## src/rtl/matrix_io_pkg.sv

```systemverilog
// Shared ASCII constants, parser state encoding and byte classifiers for the
// matrix text I/O blocks (used by the input parser and the output formatter).
package matrix_io_pkg;

  localparam logic [7:0] ASCII_LF    = 8'h0A;
  localparam logic [7:0] ASCII_CR    = 8'h0D;
  localparam logic [7:0] ASCII_SP    = 8'h20;
  localparam logic [7:0] ASCII_TAB   = 8'h09;
  localparam logic [7:0] ASCII_COMMA = 8'h2C;
  localparam logic [7:0] ASCII_MINUS = 8'h2D;
  localparam logic [7:0] ASCII_0     = 8'h30;
  localparam logic [7:0] ASCII_9     = 8'h39;

  typedef enum logic [1:0] {
    IDLE = 2'd0,
    NUM  = 2'd1,
    SKIP = 2'd2
  } mip_state_e;

  function automatic logic is_digit(input logic [7:0] b);
    return (b >= ASCII_0) && (b <= ASCII_9);
  endfunction

  function automatic logic is_delim(input logic [7:0] b);
    return (b == ASCII_SP) || (b == ASCII_TAB) || (b == ASCII_COMMA);
  endfunction

endpackage

```

## src/rtl/mip_dec_acc.sv

```systemverilog
// Combinational decimal accumulate step: acc*10 + digit, clamped to the legal
// range. MATRIX_PARSER_SIGNED_EN widens the negative limit to 2^(DATA_W-1).
module mip_dec_acc #(
  parameter int DATA_W = 8
) (
  input  logic [DATA_W-1:0] acc_i,
  input  logic [3:0]        digit_i,
`ifdef MATRIX_PARSER_SIGNED_EN
  input  logic              neg_i,
`endif
  output logic [DATA_W-1:0] acc_o,
  output logic              ovf_o
);

  localparam int WIDE_W = DATA_W + 4;

  logic [WIDE_W-1:0] wide_s;
  logic [WIDE_W-1:0] limit_s;

  // Compute the widened product-sum and compare against the magnitude limit.
  always_comb begin
    wide_s = ({4'd0, acc_i} * WIDE_W'(10)) + {{DATA_W{1'b0}}, digit_i};
`ifdef MATRIX_PARSER_SIGNED_EN
    // Magnitude is held unsigned; negatives may reach one step further.
    if (neg_i) begin
      limit_s = WIDE_W'(1) << (DATA_W - 1);
    end else begin
      limit_s = (WIDE_W'(1) << (DATA_W - 1)) - WIDE_W'(1);
    end
`else
    limit_s = {4'd0, {DATA_W{1'b1}}};
`endif
    if (wide_s > limit_s) begin
      ovf_o = 1'b1;
      acc_o = limit_s[DATA_W-1:0];
    end else begin
      ovf_o = 1'b0;
      acc_o = wide_s[DATA_W-1:0];
    end
  end

endmodule

```

## src/rtl/matrix_input_parser.sv

```systemverilog
// ASCII decimal matrix parser: bytes in, row/column tagged elements out.
// Optional signed input via MATRIX_PARSER_SIGNED_EN.
module matrix_input_parser
  import matrix_io_pkg::*;
#(
  parameter int DATA_W   = 8,
  parameter int MAX_ROWS = 16,
  parameter int MAX_COLS = 16,
  localparam int ROW_W   = $clog2(MAX_ROWS),
  localparam int COL_W   = $clog2(MAX_COLS)
) (
  input  logic              clk,
  input  logic              rst_n,
  input  logic              in_valid,
  input  logic [7:0]        in_data,
  output logic              in_ready,
  output logic              out_valid,
  input  logic              out_ready,
  output logic [DATA_W-1:0] out_data,
  output logic [ROW_W-1:0]  out_row,
  output logic [COL_W-1:0]  out_col,
  output logic              out_row_end,
  output logic              frame_done,
  output logic              err,
  input  logic              err_clr
);

  mip_state_e        state_q, state_d;
  logic [DATA_W-1:0] acc_q, acc_d;
  logic [ROW_W-1:0]  row_q, row_d;
  logic [COL_W-1:0]  col_q, col_d;
  logic              col_full_q, col_full_d;
  logic              err_q, err_d;
  logic              frame_q, frame_d;
  logic              out_valid_q, out_valid_d;
  logic [DATA_W-1:0] out_data_q, out_data_d;
  logic [ROW_W-1:0]  out_row_q, out_row_d;
  logic [COL_W-1:0]  out_col_q, out_col_d;
  logic              out_row_end_q, out_row_end_d;
`ifdef MATRIX_PARSER_SIGNED_EN
  logic              neg_q, neg_d;
  logic              dig_q, dig_d;
`endif

  logic              accept_s;
  logic              is_lf_s;
  logic              tok_ok_s;
  logic              emit_s;
  logic              row_end_s;
  logic              frame_s;
  logic              row_adv_s;
  logic              err_set_s;
  logic [DATA_W-1:0] acc_in_s;
  logic [DATA_W-1:0] acc_nxt_s;
  logic              acc_ovf_s;
  logic [DATA_W-1:0] elem_s;

  assign in_ready = rst_n & (~out_valid_q | out_ready);
  assign accept_s = in_valid & in_ready;
  assign is_lf_s  = (in_data == ASCII_LF);
  assign acc_in_s = (state_q == NUM) ? acc_q : '0;

  mip_dec_acc #(.DATA_W(DATA_W)) u_dec_acc (
    .acc_i   (acc_in_s),
    .digit_i (in_data[3:0]),
`ifdef MATRIX_PARSER_SIGNED_EN
    .neg_i   ((state_q == NUM) & neg_q),
`endif
    .acc_o   (acc_nxt_s),
    .ovf_o   (acc_ovf_s)
  );

`ifdef MATRIX_PARSER_SIGNED_EN
  assign tok_ok_s = dig_q;
  assign elem_s   = neg_q ? (~acc_q + DATA_W'(1)) : acc_q;
`else
  assign tok_ok_s = 1'b1;
  assign elem_s   = acc_q;
`endif

  // State and output registers with synchronous reset.
  always_ff @(posedge clk) begin
    if (!rst_n) begin
      state_q       <= IDLE;
      acc_q         <= '0;
      row_q         <= '0;
      col_q         <= '0;
      col_full_q    <= 1'b0;
      err_q         <= 1'b0;
      frame_q       <= 1'b0;
      out_valid_q   <= 1'b0;
      out_data_q    <= '0;
      out_row_q     <= '0;
      out_col_q     <= '0;
      out_row_end_q <= 1'b0;
`ifdef MATRIX_PARSER_SIGNED_EN
      neg_q         <= 1'b0;
      dig_q         <= 1'b0;
`endif
    end else begin
      state_q       <= state_d;
      acc_q         <= acc_d;
      row_q         <= row_d;
      col_q         <= col_d;
      col_full_q    <= col_full_d;
      err_q         <= err_d;
      frame_q       <= frame_d;
      out_valid_q   <= out_valid_d;
      out_data_q    <= out_data_d;
      out_row_q     <= out_row_d;
      out_col_q     <= out_col_d;
      out_row_end_q <= out_row_end_d;
`ifdef MATRIX_PARSER_SIGNED_EN
      neg_q         <= neg_d;
      dig_q         <= dig_d;
`endif
    end
  end

  // Token parser: next state, position counters and element/frame requests.
  always_comb begin
    state_d    = state_q;
    acc_d      = acc_q;
    row_d      = row_q;
    col_d      = col_q;
    col_full_d = col_full_q;
    err_set_s  = 1'b0;
    emit_s     = 1'b0;
    row_end_s  = 1'b0;
    frame_s    = 1'b0;
    row_adv_s  = 1'b0;
`ifdef MATRIX_PARSER_SIGNED_EN
    neg_d      = neg_q;
    dig_d      = dig_q;
`endif
    if (!accept_s) begin
      state_d = state_q;
    end else if (is_digit(in_data)) begin
      if (state_q != SKIP) begin
        state_d   = NUM;
        acc_d     = acc_nxt_s;
        err_set_s = acc_ovf_s;
`ifdef MATRIX_PARSER_SIGNED_EN
        dig_d     = 1'b1;
        neg_d     = (state_q == NUM) & neg_q;
`endif
      end else begin
        state_d = SKIP;
      end
    end else if (is_delim(in_data) || is_lf_s) begin
      case (state_q)
        NUM: begin
          // col_full marks that column MAX_COLS-1 has already been used.
          if (!tok_ok_s || col_full_q) begin
            err_set_s = 1'b1;
          end else begin
            emit_s    = 1'b1;
            row_end_s = is_lf_s;
            if (is_lf_s) begin
              col_d = col_q;
            end else if (col_q == COL_W'(MAX_COLS - 1)) begin
              col_full_d = 1'b1;
            end else begin
              col_d = col_q + COL_W'(1);
            end
          end
          row_adv_s = is_lf_s;
          state_d   = IDLE;
          acc_d     = '0;
        end
        SKIP: begin
          row_adv_s = is_lf_s;
          state_d   = IDLE;
        end
        IDLE: begin
          if (!is_lf_s) begin
            state_d = IDLE;
          end else if ((col_q != '0) || col_full_q) begin
            row_adv_s = 1'b1;
          end else if (row_q != '0) begin
            frame_s = 1'b1;
            row_d   = '0;
          end else begin
            state_d = IDLE;
          end
        end
        default: begin
          state_d = IDLE;
        end
      endcase
      if (row_adv_s) begin
        col_d      = '0;
        col_full_d = 1'b0;
        if (row_q == ROW_W'(MAX_ROWS - 1)) begin
          row_d     = '0;
          err_set_s = 1'b1;
        end else begin
          row_d = row_q + ROW_W'(1);
        end
      end else begin
        row_adv_s = 1'b0;
      end
    end else if (in_data == ASCII_CR) begin
      state_d = state_q;
    end
`ifdef MATRIX_PARSER_SIGNED_EN
    else if ((in_data == ASCII_MINUS) && (state_q == IDLE)) begin
      state_d = NUM;
      acc_d   = '0;
      neg_d   = 1'b1;
      dig_d   = 1'b0;
    end
`endif
    else begin
      err_set_s = 1'b1;
      acc_d     = '0;
      state_d   = SKIP;
    end
  end

  // Output holding register, frame pulse and sticky error.
  always_comb begin
    out_valid_d   = out_valid_q;
    out_data_d    = out_data_q;
    out_row_d     = out_row_q;
    out_col_d     = out_col_q;
    out_row_end_d = out_row_end_q;
    if (emit_s) begin
      out_valid_d   = 1'b1;
      out_data_d    = elem_s;
      out_row_d     = row_q;
      out_col_d     = col_q;
      out_row_end_d = row_end_s;
    end else if (out_ready) begin
      out_valid_d = 1'b0;
    end else begin
      out_valid_d = out_valid_q;
    end
    frame_d = frame_s;
    err_d   = err_set_s | (err_q & ~err_clr);
  end

  assign out_valid   = out_valid_q;
  assign out_data    = out_data_q;
  assign out_row     = out_row_q;
  assign out_col     = out_col_q;
  assign out_row_end = out_row_end_q;
  assign frame_done  = frame_q;
  assign err         = err_q;

endmodule

```

## config.mk

```make
export PLATFORM = sky130hd
export DESIGN_NAME = matrix_input_parser
export DESIGN_NICKNAME = d
export VERILOG_FILES = /design/src/rtl/matrix_io_pkg.sv /design/src/rtl/mip_dec_acc.sv /design/src/rtl/matrix_input_parser.sv
export SDC_FILE = /design/constraint.sdc
export NUM_CORES = 1
export LEC_CHECK = 0
export BUFFER_PORTS_ARGS = -buffer_cell sky130_fd_sc_hd__buf_4
export CAP_MARGIN = 20
export CORE_MARGIN = 2
export CORE_UTILIZATION = 60
export DETAILED_ROUTE_END_ITERATION = 8
export PLACE_DENSITY = 0.83
export SYNTH_ARGS = -nofsm -noshare
export SYNTH_HDL_FRONTEND = slang
export SYNTH_SLANG_ARGS = --single-unit
```

## constraint.sdc

```tcl
create_clock -name clk -period 7.9 [get_ports clk]
set_input_delay 0.79 -clock clk [delete_from_list [all_inputs] [get_ports clk]]
set_output_delay 0.79 -clock clk [all_outputs]
set_load 0.02 [all_outputs]
```

-- Word level (Yosys, flattened, before mapping)
Index checks and enable logic that the tools add are counted.
- equal/unequal tests: 19
- reductions and logical operators: 20
- $mul: 1
- bitwise logic cells: 13
- $lt $le $gt $ge: 3
- multiplexer cells: 60
- add/sub/neg operators: 3
- operators by type and width (operator ; number):
    2-to-1 mux 8 bit ; 7
    2-to-1 mux 4 bit ; 11
    2-to-1 mux 1 bit ; 33
    == test 8 x 4 -> 1 bit, second input constant ; 3
    == test 8 x 6 -> 1 bit, second input constant ; 2
    2-to-1 mux 2 bit ; 8
    AND reduction 7 bit ; 2
    adder 12 x 4 -> 12 bit ; 1
    > comparator 12 x 8 -> 1 bit, second input constant ; 1
    AND reduction 4 bit ; 3
    multiplier 8 x 3 -> 11 bit, second input constant ; 1
    inequality test 2 x 1 -> 1 bit, second input constant ; 5
    inequality test 5 bit, second input constant ; 2
    nonzero test 2 bit ; 5
    adder 4 x 1 -> 4 bit, second input constant ; 2
    == test 4 bit, second input constant ; 2
    greater-or-equal comparator 8 x 6 -> 1 bit, second input constant ; 1
    less-or-equal comparator 8 x 6 -> 1 bit, second input constant ; 1
    NOT 1 bit ; 8
    nonzero test 4 bit ; 2
    OR reduction 7 bit ; 1
    inequality test 3 bit, second input constant ; 2
    logical OR 1 bit ; 4
    bitwise AND 1 bit ; 3
    8 further kinds ; 9
- logic and storage cells: 131
- register bits: 39
- bits of input ports: 13

-- Longest topological paths before layout
Gate-level depths: netlist (run 1).
- word-level depth: 13
- mapped depth: 12

-- Cells and area by module
From an unflattened synthesis (run 1), not the netlist that was laid out.
- cells, all modules: 302
- area total of the unflattened synthesis: 2683.8 sq um
- modules (own cells, without submodules) (module ; cells each ; area each (sq um) ; instances):
    matrix_input_parser ; 237 ; 2128.3 ; 1
    mip_dec_acc ; 65 ; 555.5 ; 1

-- Worst setup path before layout (run 1)
OpenSTA, ideal clock, no wires.
- path type: register -> register
- start: register state_q[1]
- end: register acc_q[0]
- buffers on the path: 1
- path slack: 4.667 ns
- data required time: 7.786 ns
- arrival: 3.119 ns
- library setup time: 0.114 ns
- cell stages (with the launch flop): 13
- clock period less this slack: 3.233 ns
- cell sequence: dfxtp_1 -> inv_1 -> ha_1 -> clkbuf_1 -> and2_1 -> ha_1 -> ha_1 -> xor2_1 -> nand3_1 -> nor4b_1 -> mux2i_1 -> a31oi_1 -> a21o_1
- cells in the longest elaborated chain, start to end: 8
- elaborated cells on any way between the ends: 12
- ends and longest elaborated chain (element ; line ; RTL):
    start, declared ; matrix_input_parser.sv:28 ; mip_state_e state_q, state_d;
    start signal, assigned ; matrix_input_parser.sv:101 ; state_q <= state_d;
    == test 2 x 1 -> 1 bit ; matrix_input_parser.sv:61, matrix_input_parser.sv:151 ;
    2-to-1 mux 8 bit ; matrix_input_parser.sv:61 ; assign acc_in_s = (state_q == NUM) ? acc_q : '0;
    multiplier 8 x 3 -> 11 bit ; mip_dec_acc.sv:22 ; wide_s = ({4'd0, acc_i} * WIDE_W'(10)) + {{DATA_W{1'b0}}, digit_i};
    adder 12 x 4 -> 12 bit ; mip_dec_acc.sv:22 ;
    > comparator 12 x 8 -> 1 bit ; mip_dec_acc.sv:33 ; if (wide_s > limit_s) begin
    2-to-1 mux 8 bit ; mip_dec_acc.sv:33 ;
    2-to-1 mux 8 bit ; matrix_input_parser.sv:139 ; if (state_q != SKIP) begin
    2-to-1 mux 8 bit ; matrix_input_parser.sv:138 ; end else if (is_digit(in_data)) begin
    end signal, assigned ; matrix_input_parser.sv:85 ; acc_q <= '0;
    end signal, assigned ; matrix_input_parser.sv:102 ; acc_q <= acc_d;
    end, declared ; matrix_input_parser.sv:29 ; logic [DATA_W-1:0] acc_q, acc_d;
Several ways; a longest one is shown, not always the timed one. The select of a mux whose other input is x is not followed.
A chain may end at the register's enable or synchronous reset.

-- Worst setup path after layout (run 1)
- start: register state_q[1]
- end: register acc_q[6]
Same word-level chain as after synthesis.

==> flow_summary.ini, run 1 <==
[run_status]
status = finished, final reports clean

[global_routing]
antenna_found_initial = 0
overflow = 0
track_usage_pct = 26.6
grt_max_degree = 19
grt_pass1_vias = 2118
grt_pass1_wl_um = 9230

[die]
dieWidth_um = 67.6
fp.dieH_um = 67.6
io_pins = 34
rows = 23
start_util_pct = 61.6
core_sq_um = 3940
dieArea_sq_um = 4570

[hold_path]
min-delay-start = acc_q[7]$_SDFFE_PN0P_
hold_class = flop to flop
hold_path_depth = 1
min_to = acc_q[7]$_SDFFE_PN0P_

[sta]
fmax_mhz = 263
min_period_ns = 3.80
relSlewSlack_pct = 45.7
tightest_slew_ns = 0.791
drv_slew = 0
finalCritPeriodShare_pct = 48.2
fin_tns_setup_ns = 0
fin_worst_skew_ns = 0.00307
rsz0062_at_grt = no
worst_slack_ns = 4.10
hold_viol_final = 0
finalSetupViolCount = 0

[pwr]
power.switching_w = 0.0000870
seqPwrFrac_pct = 51.0
leakage_nw = 1.21
switching_share_pct = 22.4
p_int_w = 0.000301
p_per_area_nw_per_um2 = 138
p_clk_share_pct = 43.1
pwr-share-comb_pct = 5.9
ir_drop_mv = 0.125
power_w = 0.000388

[drt]
vias_per_cell = 5.93
initialDrtViolationCount = 127
num_vias = 2172
drc = 0
drt-wirelength-per-cell_um = 14.9
ant_nets = 0
first_pass_iters = 4
route.final.wire_length_um = 5450

[cells_and_area]
drive_gt1_share_pct = 18.0
fin_cells = 366
antenna_cells = 0
area_growth_syn_to_layout_pct = 16.2
nets = 348
fillCellCount = 310

[critical_path]
critical_path.startpoint = state_q[1]$_SDFFE_PN0P_
r2r-start = state_q[1]$_SDFFE_PN0P_
critPathKind = flop to flop
critPathCaptureType = flop
worstRegToRegCells = 11
timing.rr.end = acc_q[6]$_SDFFE_PN0P_
arrival_ns = 4.00
critPathLaunchType = flop
worst-path-max-fanout = 14
r2r_slack_ns = 4.10
cp_data_required_time_ns = 8.10

[place]
hpwl_um = 4150
place_ws_ns = 4.19
dp_cells = 358
place_congestion = 0.877
portBuffers = 33

[cts]
clock_sinks = 39
clk_pin_slew_ns = 0.08
post_cts_buffers = 0
ctsResizeCount = 0
clockBufferDepth = 2
hold_buffers = 0
cts-root-buf = clkbuf_8
cts-buffers-inserted = 5
cts_tree = built
h-tree-depth = 2
clock_latency_ns = 0.30

[synthesis]
ys_ff_latch = 39
yosys-top-cells-area = dfxtp_1, ha_1, mux2i_1, nor2_1, xnor2_1
ys_warn_count = 0
async_flop_share_pct = 0
seq_area_frac_synth_pct = 32.1
yosysTopAreaCell = dfxtp_1
ys.flop_type = dfxtp_1
syn_avg_cell_area_sq_um = 8.58
synth_cells = 283
synth.most_common_cell = dfxtp_1
synth_edf_count = 0
synth.distinct_cells = 50
syn-cell-area_sq_um = 2430
yosysTopAreaCellShare_pct = 32.1
syn_nets = 316
synth_top_cells_by_count = dfxtp_1, nor2_1, ha_1, mux2i_1, inv_1

[flow_run]
maxCapViolations = 0
[power by group through the flow]
stage	sequential [W]	clock [W]	combinational, W
2_1_floorplan	0.000203	0	0.0000128
3_3_place_gp	0.000203	0	0.0000225
3_5_place_dp	0.000203	0	0.0000229
4_1_cts	0.000198	0.000169	0.0000231
5_1_grt	0.000198	0.000177	0.0000258
6_report	0.000198	0.000167	0.0000231
[critical path, stage by stage (launching register included)]
cell     delay [ns]
dfxtp_1        0.33
inv_1          0.15
ha_1           0.43
and2_1         0.25
ha_1           0.25
ha_1           0.39
xor2_1         0.27
nand3_1        0.14
nor4b_1        0.39
mux2i_1        0.72
a31oi_1        0.20
a21o_1         0.20
[layout by cell type (no fill, tap or decap), drive strengths merged, types with 2 or more instances in the layout]
master  count
a21oi      11
nor2b       7
xnor2      12
inv        16
or2         4
a31o        2
and3       10
mux2i      17
o31ai       2
o21ai      10
nor4b       2
a211oi      2
nor4        4
buf        35
or3         6
nor3        4
nor3b       3
nor2       28
a21o       11
clkinv      2
ha         19
a221oi      2
a31oi      10
a21boi      3
and2        8
dfxtp      39
nand3       9
clkbuf      5
nand2      13
nand2b      2
or3b        2
nand3b      2
[flip-flops by register name (all words and copies together), names as in the netlist]
register	count
state_q	2
out_row_end	1
col_q	4
row_q	4
col_full_q	1
out_data	8
err	1
frame_done	1
out_col	4
acc_q	8
out_row	4
out_valid	1
[cells by family (layout without fill, tap and decap cells)]
| family | after synthesis | after routing | synth area share, % |
|---|---|---|---|
| buffers and inverters | 26 | 59 | 4.43 |
| AO/OA/AOI/OAI | 59 | 59 | 16.3 |
| adder cells (fa/ha/maj) | 20 | 20 | 10.6 |
| flip-flops | 39 | 39 | 32.1 |
| XOR/XNOR | 13 | 13 | 4.69 |
| AND/OR/NAND/NOR | 108 | 108 | 24.3 |
| multiplexers | 18 | 18 | 7.47 |
[cell type report]
cell class | count | area (sq um) | share of cell area [%]
clock buffers | 5 | 68.8 | 2.44
clock inverters | 3 | 43.8 | 1.55
inverters | 16 | 60.1 | 2.13
multi-input cells | 218 | 1550 | 54.8
flip-flops and latches | 39 | 781 | 27.7
well taps | 50 | 62.6 | 2.22
repair buffers | 35 | 260 | 9.22
[layer usage]
metal	vias to the layer above	track usage [%]	part of all wire [%]
li1	1073	-	-
met1	1032	32.8	44
met2	52	45.0	49
met3	15	5.33	4.3
met4	0	11.2	2.4
met5	-	0	0
[worst max path at each step]
| stage | end | slack (ns) | cells past startpoint |
|---|---|---|---|
| finish | acc_q[6]$_SDFFE_PN0P_ | 4.10 | 11 |
| global route | acc_q[6]$_SDFFE_PN0P_ | 3.87 | 11 |
| CTS | acc_q[6]$_SDFFE_PN0P_ | 4.16 | 10 |
| detailed placement | acc_q[6]$_SDFFE_PN0P_ | 4.19 | 12 |
| global placement | acc_q[5]$_SDFFE_PN0P_ | 4.20 | 12 |
| floorplan | acc_q[0]$_SDFFE_PN0P_ | 4.67 | 12 |
[stage by stage]
stage	area, sq um	utilization [%]	hold slack [ns]
2_1_floorplan	2430	-	0.440
3_3_place_gp	2700	68.6	0.459
3_5_place_dp	2710	68.7	0.465
4_1_cts	2820	71.6	0.478
5_1_grt	2820	71.6	0.511
6_report	2820	71.6	0.477
(Power assumes the default switching activity.)
==> run 2: changes to the inputs <==
CORE_UTILIZATION = 52   (was 60)
PLACE_DENSITY = 0.76   (was 0.83)
clock period = 3.3 ns   (was 7.9 ns; I/O delays follow)
==> run 2 against run 1 <==
Total power rose by 140%. Sequential share of layout area shrank 0.59 points. Register-to-register slack got worse by 3.8 ns. Critical path depth rose by 1. Largest cell class unchanged.
==> flow_summary.ini, run 2 (same netlist as run 1, synthesis figures left out) <==
[place]
place_area_sq_um = 2750
portBuffers = 33
hpwl_um = 4100
place_congestion = 0.911

[pwr]
power.switching_w = 0.000203
switching_share_pct = 21.5
p_per_area_nw_per_um2 = 328
p_int_w = 0.000742
ir_drop_mv = 0.254
pwr-share-comb_pct = 5.9
p_clk_share_pct = 43.9
seqPwrFrac_pct = 50.2
leakage_nw = 1.24

[global_routing]
track_usage_pct = 23.2
grt_pass1_vias = 2037
antenna_found_initial = 0
grt_pass1_wl_um = 9600
grt_max_degree = 19
overflow = 0

[drt]
route.final.wire_length_um = 5510
drt-wirelength-per-cell_um = 14.8
num_vias = 2201
initialDrtViolationCount = 119
vias_per_cell = 5.90
drc = 0
first_pass_iters = 4
ant_nets = 0

[cts]
clock_sinks = 39
clock_latency_ns = 0.30
post_cts_buffers = 0
cts_tree = built
hold_buffers = 0
clockBufferDepth = 2
cts-root-buf = clkbuf_8
h-tree-depth = 2
clk_pin_slew_ns = 0.07
cts-buffers-inserted = 5

[die]
dieArea_sq_um = 5230
io_pins = 34
dieWidth_um = 72.3
fp.dieH_um = 72.3
start_util_pct = 55.0
core_sq_um = 4410
rows = 24

[critical_path]
critPathKind = flop to flop
arrival_ns = 3.22
critical_path.startpoint = state_q[1]$_SDFFE_PN0P_
r2r-start = state_q[1]$_SDFFE_PN0P_
critPathLaunchType = flop
cp_data_required_time_ns = 3.49
worst-path-max-fanout = 9
critPathCaptureType = flop

[cells_and_area]
area_growth_syn_to_layout_pct = 18.7
fillCellCount = 367
area.sequential_sq_um = 781
final_common_cell = buf_4
final_cell_area_sq_um = 2880
drive_gt1_share_pct = 19.9
final_cell_mix = buf_4, dfxtp_1, nor2_1, ha_1, mux2i_1
antenna_cells = 0
multiInputGateArea_sq_um = 1560
nets = 353

[sta]
fin_tns_setup_ns = 0
drv_slew = 0
rsz0062_at_grt = no
finalCritPeriodShare_pct = 91.8
finalSetupViolCount = 0
hold_viol_final = 0
fmax_mhz = 330
tightest_slew_ns = 0.541
min_period_ns = 3.03
fin_worst_skew_ns = 0.00985
relSlewSlack_pct = 63.9

[run_status]
status = finished, final reports clean

[hold_path]
min-delay-start = err_clr
hold_class = input port to flop

[flow_run]
maxCapViolations = 0
run 2: cell types whose count changed in the layout (fill, tap and decap cells not counted), sizes merged:
| cell | change |
|---|---|
| buf | +5 |
| clkbuf | +1 |
| clkinv | -1 |
run 2: power groups by stage:
stage / sequential, W / clock [W] / combinational [W]
final: 0.000474 / 0.000415 / 0.0000555
after global routing: 0.000475 / 0.000442 / 0.0000610
after CTS: 0.000474 / 0.000418 / 0.0000553
after detailed placement: 0.000485 / 0 / 0.0000552
after global placement: 0.000485 / 0 / 0.0000543
after floorplan: 0.000486 / 0 / 0.0000307
run 2: layout make-up:
class	instances	area share [%]
repair buffers	40	10.4
well taps	52	2.26
inverters	16	2.08
flip-flops and latches	39	27.1
clock buffers	6	2.86
clock inverters	2	1.22
multi-input cells	218	54.1
run 2: worst paths after layout:
kind	to	slack (ns)	depth (start not counted)
max	err$_SDFF_PN0_	0.27	12
min	err$_SDFF_PN0_	0.20	2
max reg2reg	err$_SDFF_PN0_	0.27	12
min reg2reg	err$_SDFF_PN0_	0.47	2
run 2: per-stage QoR:
stage,std cells,worst slack (ns),utilization (%),total power [W],hold WS (ns)
after CTS,373,0.154,65.0,0.000948,0.193
after global routing,373,0.0217,65.3,0.000978,0.198
final,373,0.272,65.3,0.000945,0.195
after global placement,365,0.278,62.3,0.000539,0.466
after floorplan,283,0.0669,-,0.000517,0.418
after detailed placement,365,0.178,62.3,0.000540,0.466
run 2: critical path: stages, from the launching register on:
cell,delay (ns)
dfxtp_1,0.36
inv_1,0.10
ha_1,0.26
and2_1,0.20
ha_1,0.29
ha_1,0.41
xor2_2,0.19
nand3_1,0.13
nor4b_2,0.32
mux2i_1,0.23
buf_4,0.19
nand3_1,0.10
o2bb2ai_1,0.14
run 2: layer usage:
layer	vias to the layer above	GRT usage (%)	wire length, um
met5	-	0	0
met2	64	36.6	2530
li1	1079	-	-
met4	0	7.34	68
met1	1049	31.7	2600
met3	9	5.00	307
run 2: what timing repair did:
item | CTS | global route
setup endpoints to repair | 0 | 9
resized for setup | 0 | 2
hold endpoints to repair | 0 | 0
==> run 3: changes to the inputs <==
ABC_AREA = 1   (was not set)
SKIP_CTS_REPAIR_TIMING = 1   (was not set)
==> run 3 against run 2 <==
Clock-buffer cell count shrank 1. Combinational power up 11%. Clock skew is 0.00072 ns lower. Die area rose by 6.5%.
==> flow_summary.ini, run 3 <==
[synthesis]
synth.most_common_cell = nand2_1
synth.distinct_cells = 32
ys.flop_type = dfxtp_1
syn-cell-area_sq_um = 2590
async_flop_share_pct = 0
ys_warn_count = 0
synth_cells = 391
synth_edf_count = 0
syn_nets = 424
ys_ff_latch = 39
yosys-top-cells-area = dfxtp_1, nand2_1, nand3_1, ha_1, a21oi_1
yosysTopAreaCell = dfxtp_1
yosysTopAreaCellShare_pct = 30.1
syn_avg_cell_area_sq_um = 6.64
synth_top_cells_by_count = nand2_1, inv_1, nand3_1, a21oi_1, dfxtp_1
seq_area_frac_synth_pct = 30.1

[drt]
initialDrtViolationCount = 195
ant_nets = 0
drt-wirelength-per-cell_um = 12.3
route.final.wire_length_um = 6040
num_vias = 2603
drc = 0
vias_per_cell = 5.30
first_pass_iters = 4

[cts]
h-tree-depth = 2
cts-root-buf = clkbuf_8
clock_sinks = 39
cts-buffers-inserted = 5
clk_pin_slew_ns = 0.08
clockBufferDepth = 2
cts_tree = built
clock_latency_ns = 0.30

[sta]
drv_slew = 0
finalCritPeriodShare_pct = 89.2
min_period_ns = 2.95
tightest_slew_ns = 0.553
hold_viol_final = 0
fin_worst_skew_ns = 0.00912
fmax_mhz = 340
finalSetupViolCount = 0
relSlewSlack_pct = 63.1
fin_tns_setup_ns = 0
rsz0062_at_grt = no

[critical_path]
worst-path-max-fanout = 10
cp_data_required_time_ns = 3.46
critPathLaunchType = flop
critPathCaptureType = flop
arrival_ns = 3.11
critPathKind = flop to flop

[die]
core_sq_um = 4750
dieWidth_um = 74.6
start_util_pct = 54.6
fp.dieH_um = 74.6
rows = 25
io_pins = 34
dieArea_sq_um = 5570

[cells_and_area]
final_common_cell = nand2_1
area_growth_syn_to_layout_pct = 16.0
nets = 456
final_cell_mix = nand2_1, inv_1, nand3_1, a21oi_1, dfxtp_1
antenna_cells = 0
fillCellCount = 453
final_cell_area_sq_um = 3010
drive_gt1_share_pct = 16.0
fin_cells = 491

[global_routing]
overflow = 0
grt_pass1_wl_um = 10000
track_usage_pct = 23.3
grt_pass1_vias = 2271
grt_max_degree = 33
antenna_found_initial = 0

[place]
dp_cells = 483
place_congestion = 0.882
portBuffers = 33
hpwl_um = 4620
place_area_sq_um = 2890

[hold_path]
hold_class = input port to flop

[pwr]
ir_drop_mv = 0.245
p_per_area_nw_per_um2 = 312
leakage_nw = 1.43

[flow_run]
maxCapViolations = 0

[run_status]
status = finished, final reports clean
## run 3: cell count changes after synthesis, moves of 5 or more
cell	delta
nand2_1	+89
a21o_1	-11
xnor2_1	-10
a21oi_1	+31
a31oi_1	-9
inv_1	+32
nor2_2	+5
and3_1	-10
nand4_1	+5
mux2i_1	-17
and2_1	-7
nand3_1	+39
nor2b_1	-7
## run 3: logic make-up after synthesis
group	share of synthesized area (%)
xor gates and xnor gates	1.69
AOI/OAI and AO/OA	12.4
buffers and inverters	8.82
DFF	30.1
adders and majority gates	9.93
and+or+nand+nor	37.1
## run 3: stage by stage
stage               util [%]  hold slack [ns]  total power, W  setup slack [ns]
floorplan                  -            0.456        0.000521             0.273
global placement        60.8            0.451        0.000546             0.295
detailed placement      60.8            0.455        0.000546             0.149
CTS                     63.1            0.287        0.000937             0.133
global route            63.3            0.316        0.000968            0.0903
finish                  63.3            0.286        0.000939             0.355
## run 3: layout make-up
cell class | count | area (sq um) | share of cell area (%)
inverters | 49 | 184 | 6.11
flip-flops and latches | 39 | 781 | 25.9
clock inverters | 3 | 43.8 | 1.46
multi-input cells | 294 | 1590 | 52.9
repair buffers | 34 | 255 | 8.48
well taps | 67 | 83.8 | 2.79
clock buffers | 5 | 68.8 | 2.29
## run 3: final timing paths
kind / slack [ns] / to / cells after the start / from
worst max-delay path: 0.35 / acc_q[0]$_SDFFE_PN0P_ / 15 / state_q[1]$_SDFFE_PN0P_
worst min-delay path: 0.29 / err$_SDFF_PN0_ / 4 / err_clr
worst max register to register: 0.35 / acc_q[0]$_SDFFE_PN0P_ / 15 / state_q[1]$_SDFFE_PN0P_
worst min register to register: 0.46 / out_data[4]$_SDFFE_PN0P_ / 2 / out_data[4]$_SDFFE_PN0P_
## run 3: critical path: stages (launching register included)
cell and delay, ns:
dfxtp_1 0.35, inv_1 0.11, ha_2 0.30, nand2_1 0.13, nor2_2 0.18, nor2_1 0.07
ha_1 0.23, fa_1 0.41, nand2_1 0.14, nand2_1 0.09, nand4_1 0.08, nand3_1 0.08
a21oi_2 0.36, nand3_1 0.14, nand2_1 0.08, a21oi_1 0.06
## run 3: power breakdown
| part | total, W | internal [W] | switching (W) |
|---|---|---|---|
| sequential | 0.000474 | 0.000472 | 0.00000193 |
| combinational | 0.0000614 | 0.0000229 | 0.0000385 |
| clock | 0.000404 | 0.000225 | 0.000179 |
## run 3: metal layers
layer | GRT usage (%) | share of wire, % | vias up | routed length [um]
met3 | 4.02 | 4.8 | 7 | 289
met5 | 0 | 0 | - | 0
met2 | 36.9 | 46 | 61 | 2770
met4 | 5.36 | 1.1 | 0 | 66
met1 | 33.3 | 48 | 1190 | 2920
li1 | - | - | 1345 | -
